$ cat config.mk
export PLATFORM = sky130hd
export DESIGN_NAME = latch_bank_sched
export DESIGN_NICKNAME = d
export VERILOG_FILES = /design/src/rtl/latch_bank_sched.sv
export SDC_FILE = /design/constraint.sdc
export NUM_CORES = 1
export LEC_CHECK = 0
export CAP_MARGIN = 20
export CORE_AREA = 3 3 78 80
export DETAILED_ROUTE_END_ITERATION = 7
export DIE_AREA = 0 0 81 83
export PLACE_DENSITY = 0.6
export SYNTH_ARGS = -nofsm -noshare
export SYNTH_HDL_FRONTEND = slang
export SYNTH_SLANG_ARGS = --single-unit
$ cat constraint.sdc
create_clock -name clk -period 3.42 [get_ports clk]
set_input_delay 0.513 -clock clk [delete_from_list [all_inputs] [get_ports clk]]
set_output_delay 0.513 -clock clk [all_outputs]
set_load 0.01 [all_outputs]
$ cat src/rtl/latch_bank_sched.sv
// Write sequencer and arbiter for a bank of keep/load latch registers.
// Grants one requester at a time and drives a setup/load/hold sequence, or a bulk clear.
module latch_bank_sched #(
  parameter int NREGS      = 8,
  parameter int AW         = 3,
  parameter int DW         = 8,
  parameter int CLR_CYCLES = 2
) (
  input  logic             clk,
  input  logic             res,
  input  logic             a_req,
  input  logic [AW-1:0]    a_addr,
  input  logic [DW-1:0]    a_data,
  output logic             a_ack,
  input  logic             b_req,
  input  logic [AW-1:0]    b_addr,
  input  logic [DW-1:0]    b_data,
  output logic             b_ack,
  input  logic             clr_req,
  output logic             clr_ack,
  output logic [DW-1:0]    bank_d,
  output logic [NREGS-1:0] bank_en,
  output logic             bank_phi_keep,
  output logic             bank_res2,
  output logic             busy,
  output logic             last_grant
);

  localparam int CW = $clog2(CLR_CYCLES + 1);

  typedef enum logic [2:0] {IDLE, SETUP, LOAD, HOLD, CLR} state_t;

  state_t            state;
  logic [CW-1:0]     clr_cnt;
  logic              served_b;
  logic              grant_b;
  logic [AW-1:0]     sel_addr;
  logic [DW-1:0]     sel_data;
  logic [NREGS-1:0]  sel_en;

  // Round-robin pick; an address outside the bank decodes to no enable at all.
  always_comb begin
    grant_b  = b_req && (!a_req || !last_grant);
    sel_addr = grant_b ? b_addr : a_addr;
    sel_data = grant_b ? b_data : a_data;
    sel_en   = '0;
    for (int i = 0; i < NREGS; i++) begin
      sel_en[i] = (sel_addr == AW'(i));
    end
  end

  always_ff @(posedge clk) begin
    if (res) begin
      state         <= IDLE;
      clr_cnt       <= '0;
      served_b      <= 1'b0;
      bank_d        <= '0;
      bank_en       <= '0;
      bank_phi_keep <= 1'b1;
      bank_res2     <= 1'b0;
      a_ack         <= 1'b0;
      b_ack         <= 1'b0;
      clr_ack       <= 1'b0;
      busy          <= 1'b0;
      last_grant    <= 1'b1;
    end else begin
      a_ack   <= 1'b0;
      b_ack   <= 1'b0;
      clr_ack <= 1'b0;
      case (state)
        IDLE: begin
          if (clr_req) begin
            state         <= CLR;
            clr_cnt       <= CW'(CLR_CYCLES);
            bank_res2     <= 1'b1;
            bank_en       <= '0;
            bank_phi_keep <= 1'b1;
            busy          <= 1'b1;
            clr_ack       <= (CLR_CYCLES == 1);
          end else if (a_req || b_req) begin
            state         <= SETUP;
            bank_d        <= sel_data;
            bank_en       <= sel_en;
            bank_phi_keep <= 1'b1;
            last_grant    <= grant_b;
            served_b      <= grant_b;
            busy          <= 1'b1;
          end
        end
        SETUP: begin
          state         <= LOAD;
          bank_phi_keep <= 1'b0;
        end
        LOAD: begin
          state         <= HOLD;
          bank_phi_keep <= 1'b1;
          a_ack         <= !served_b;
          b_ack         <= served_b;
        end
        HOLD: begin
          state   <= IDLE;
          bank_en <= '0;
          busy    <= 1'b0;
        end
        CLR: begin
          // clr_cnt counts the CLR cycles still to run, including the current one.
          if (clr_cnt == CW'(1)) begin
            state     <= IDLE;
            bank_res2 <= 1'b0;
            busy      <= 1'b0;
          end else begin
            clr_cnt <= clr_cnt - CW'(1);
            clr_ack <= (clr_cnt == CW'(2));
          end
        end
        default: begin
          state         <= IDLE;
          bank_en       <= '0;
          bank_phi_keep <= 1'b1;
          bank_res2     <= 1'b0;
          busy          <= 1'b0;
        end
      endcase
    end
  end

endmodule

==> metrics <==
status complete, no violations; Critical Path Start Type primary input; Chip Width 81 um; Post-CTS Setup Inserts 0; Final Hold Fails 0; worst slew pin tran 1000 ps; critical path type in2reg; hold buffers post-CTS 0; GRT Residual Overflow 0; Final Instance Count excl. Fillers 259; Tcrit/Tclk final 60.4%; Crit Reg-Reg Endpoint bank_en[3]$_SDFFE_PP0P_; hpwl dp 2300 um; clk sinks 29; Reg area 581 um^2; skew final 9.79 ps; register area share after synthesis 42.9%; worst-skew pair later-pin latency 280 ps; Mapped Avg Cell Area 9.81 um^2; relative max-transition margin 33.0%; detailed-route via count 1,139; post-synthesis to final-layout area growth 46.8%; WL per Instance 12.2 um; final weighted congestion in routability-driven placement 0.748; Synth Instances 138; synthesized flop and latch total 29; core area 5470 um^2; R2R Setup Slk 1490 ps; placed cell area 1870 um^2; Peak Freq 484 MHz; final worst path period need 2060 ps; RR Startpoint state[2]$_SDFFE_PP0P_; Hold Path Class reg2reg; Reg clk slew, reported paths 60 ps; Antenna Violating Nets Remaining 0; die area 6720 um^2; Synth Net Count 167; max-slew violations 0; worst path required time 3640 ps; first-pass GRT wire length 5390 um; PwrDens 487 nW/um^2; Diodes inserted 0; number of gates resized after cts 0; Yosys cell types 41; CTS Root Cell clkbuf_8; Leak 0.734 nW; CP max FO 17; Crit. End Element flop; number of flops mapped to enable cells by yosys 0; max-cap viol count 0; RSZ-0062 raised after global routing no; # IOs 50; Post-synth ARST share 0%; VDD IR max 0.000180 V; CP cell instances clkdlybuf4s50_1 > nor4_4 > and2b_1 > and2_2 > a22o_1; Filler Cells Inserted 555; Worst R2R Path Depth 4; Cell Area, Synth 1350 um^2; DRT iter0 DRCs 39; Worst Setup SP clr_req; initial antenna violation count 0; Final nets 215; final setup TNS 0 ps; Total Wirelength 3150 um; final setup violation count 0; Worst EP arrival 2280 ps; H-Tree Depth 2; ys flop type dfxtp_1; Std-Cell Rows 27; Via density 4.40; Port-buffer cells 49; dpl cells 251; CTS tree built; Total GRT Usage 10.3%; crit path max-delay cell type and2b_1; CTS Buf Count 5; largest net degree at the start of global routing 25; Pwr Total 0.968 mW; CP max stage delay 540 ps; drt pass-1 iters 4; initial core utilization 24.7%; clk buf depth 2; proportion of layout cells with a drive suffix above 1 9.63%; post-route cell area 1990 um^2; worst setup path end bank_en[3]$_SDFFE_PP0P_; vias in the first global route 1,108; multi-input combinational cell area 691 um^2; warnings from Yosys 0; Post-route DRC 0; die height 83 um
## cells by family after synthesis
family / share of synthesized area [%]
AO/OA/AOI/OAI: 23.0
AND/OR/NAND/NOR: 16.6
flip-flops: 42.9
buffers and inverters: 6.10
multiplexers: 8.23
XOR/XNOR: 1.29
adder cells (fa/ha/maj): 1.85
## stage by stage
step | hold WS [ps] | setup slack (ps) | utilization [%]
after floorplan | 404 | 1920 | -
after global placement | 450 | 1090 | 34.2
after detailed placement | 440 | 1040 | 34.2
after CTS | 463 | 1340 | 36.3
after global routing | 488 | 1180 | 36.3
final | 462 | 1360 | 36.3
## flip-flops by register name, summed over array words and instances, names as in the netlist
register	cells
a_ack	1
b_ack	1
bank_d	8
bank_en	8
bank_phi_keep	1
bank_res2	1
busy	1
clr_ack	1
clr_cnt	2
last_grant	1
served_b	1
state	3
## routing by layer
metal | global-route usage (%) | up-vias | routed length, um
li1 | - | 603 | -
met4 | 4.15 | 0 | 30
met5 | 0 | - | 0
met2 | 15.1 | 32 | 1390
met1 | 13.2 | 502 | 1530
met3 | 4.23 | 2 | 206
## layout make-up
class                   instances  area share [%]
multi-input cells              97            34.8
flip-flops and latches         29            29.2
clock buffers                   7            4.35
clock inverters                 1            1.51
repair buffers                 50            25.1
well taps                      72            4.53
inverters                       3           0.567
## cell usage in the layout (no fill, tap or decap), types with 2 or more instances in the layout
| cell type | instances |
|---|---|
| dfxtp_1 | 29 |
| a21oi_1 | 8 |
| a211oi_2 | 2 |
| ha_1 | 2 |
| nand2_1 | 5 |
| and3_1 | 2 |
| o21ai_0 | 4 |
| or3b_2 | 2 |
| nor3_1 | 4 |
| nor2_1 | 17 |
| mux2i_1 | 10 |
| inv_1 | 3 |
| clkbuf_8 | 6 |
| a211oi_1 | 8 |
| a22oi_1 | 2 |
| clkdlybuf4s50_1 | 49 |
| nand3b_1 | 3 |
| a22o_1 | 9 |
## critical path: cells and delay by family
kind,cells,cell delay [ps]
compound gates,1,130
buf+inv,1,500
simple gates,3,1140
## how the worst min path moves through the flow
stage,startpoint,endpoint,slack [ps],cells past startpoint
final,served_b$_SDFFE_PP0P_,a_ack$_SDFF_PP0_,460,1
after global routing,served_b$_SDFFE_PP0P_,a_ack$_SDFF_PP0_,490,1
after CTS,served_b$_SDFFE_PP0P_,a_ack$_SDFF_PP0_,460,1
after detailed placement,served_b$_SDFFE_PP0P_,a_ack$_SDFF_PP0_,440,1
after global placement,served_b$_SDFFE_PP0P_,a_ack$_SDFF_PP0_,450,1
after floorplan,served_b$_SDFFE_PP0P_,a_ack$_SDFF_PP0_,400,1
## where the power goes
part           internal [mW]  switching (mW)
sequential             0.366          0.0290
clock                  0.237           0.127
combinational          0.115          0.0939
## synth_stat cells, types with 2 or more instances
master / instances / area, um^2
o21ai_0: 4 / 20.0
buf_2: 2 / 10.0
a22o_1: 9 / 78.8
a211oi_2: 2 / 25.0
nor3_1: 4 / 20.0
clkbuf_1: 2 / 7.51
nand2_1: 5 / 18.8
a22oi_1: 2 / 15.0
and3_1: 2 / 12.5
buf_6: 2 / 22.5
nor2_1: 17 / 63.8
dfxtp_1: 29 / 581
nand3b_1: 3 / 22.5
or3b_2: 2 / 17.5
inv_1: 3 / 11.3
mux2i_1: 10 / 100
a21oi_1: 8 / 40.0
ha_1: 2 / 25.0
a211oi_1: 8 / 60.1
Note: power is estimated with default switching activity, not from simulation.
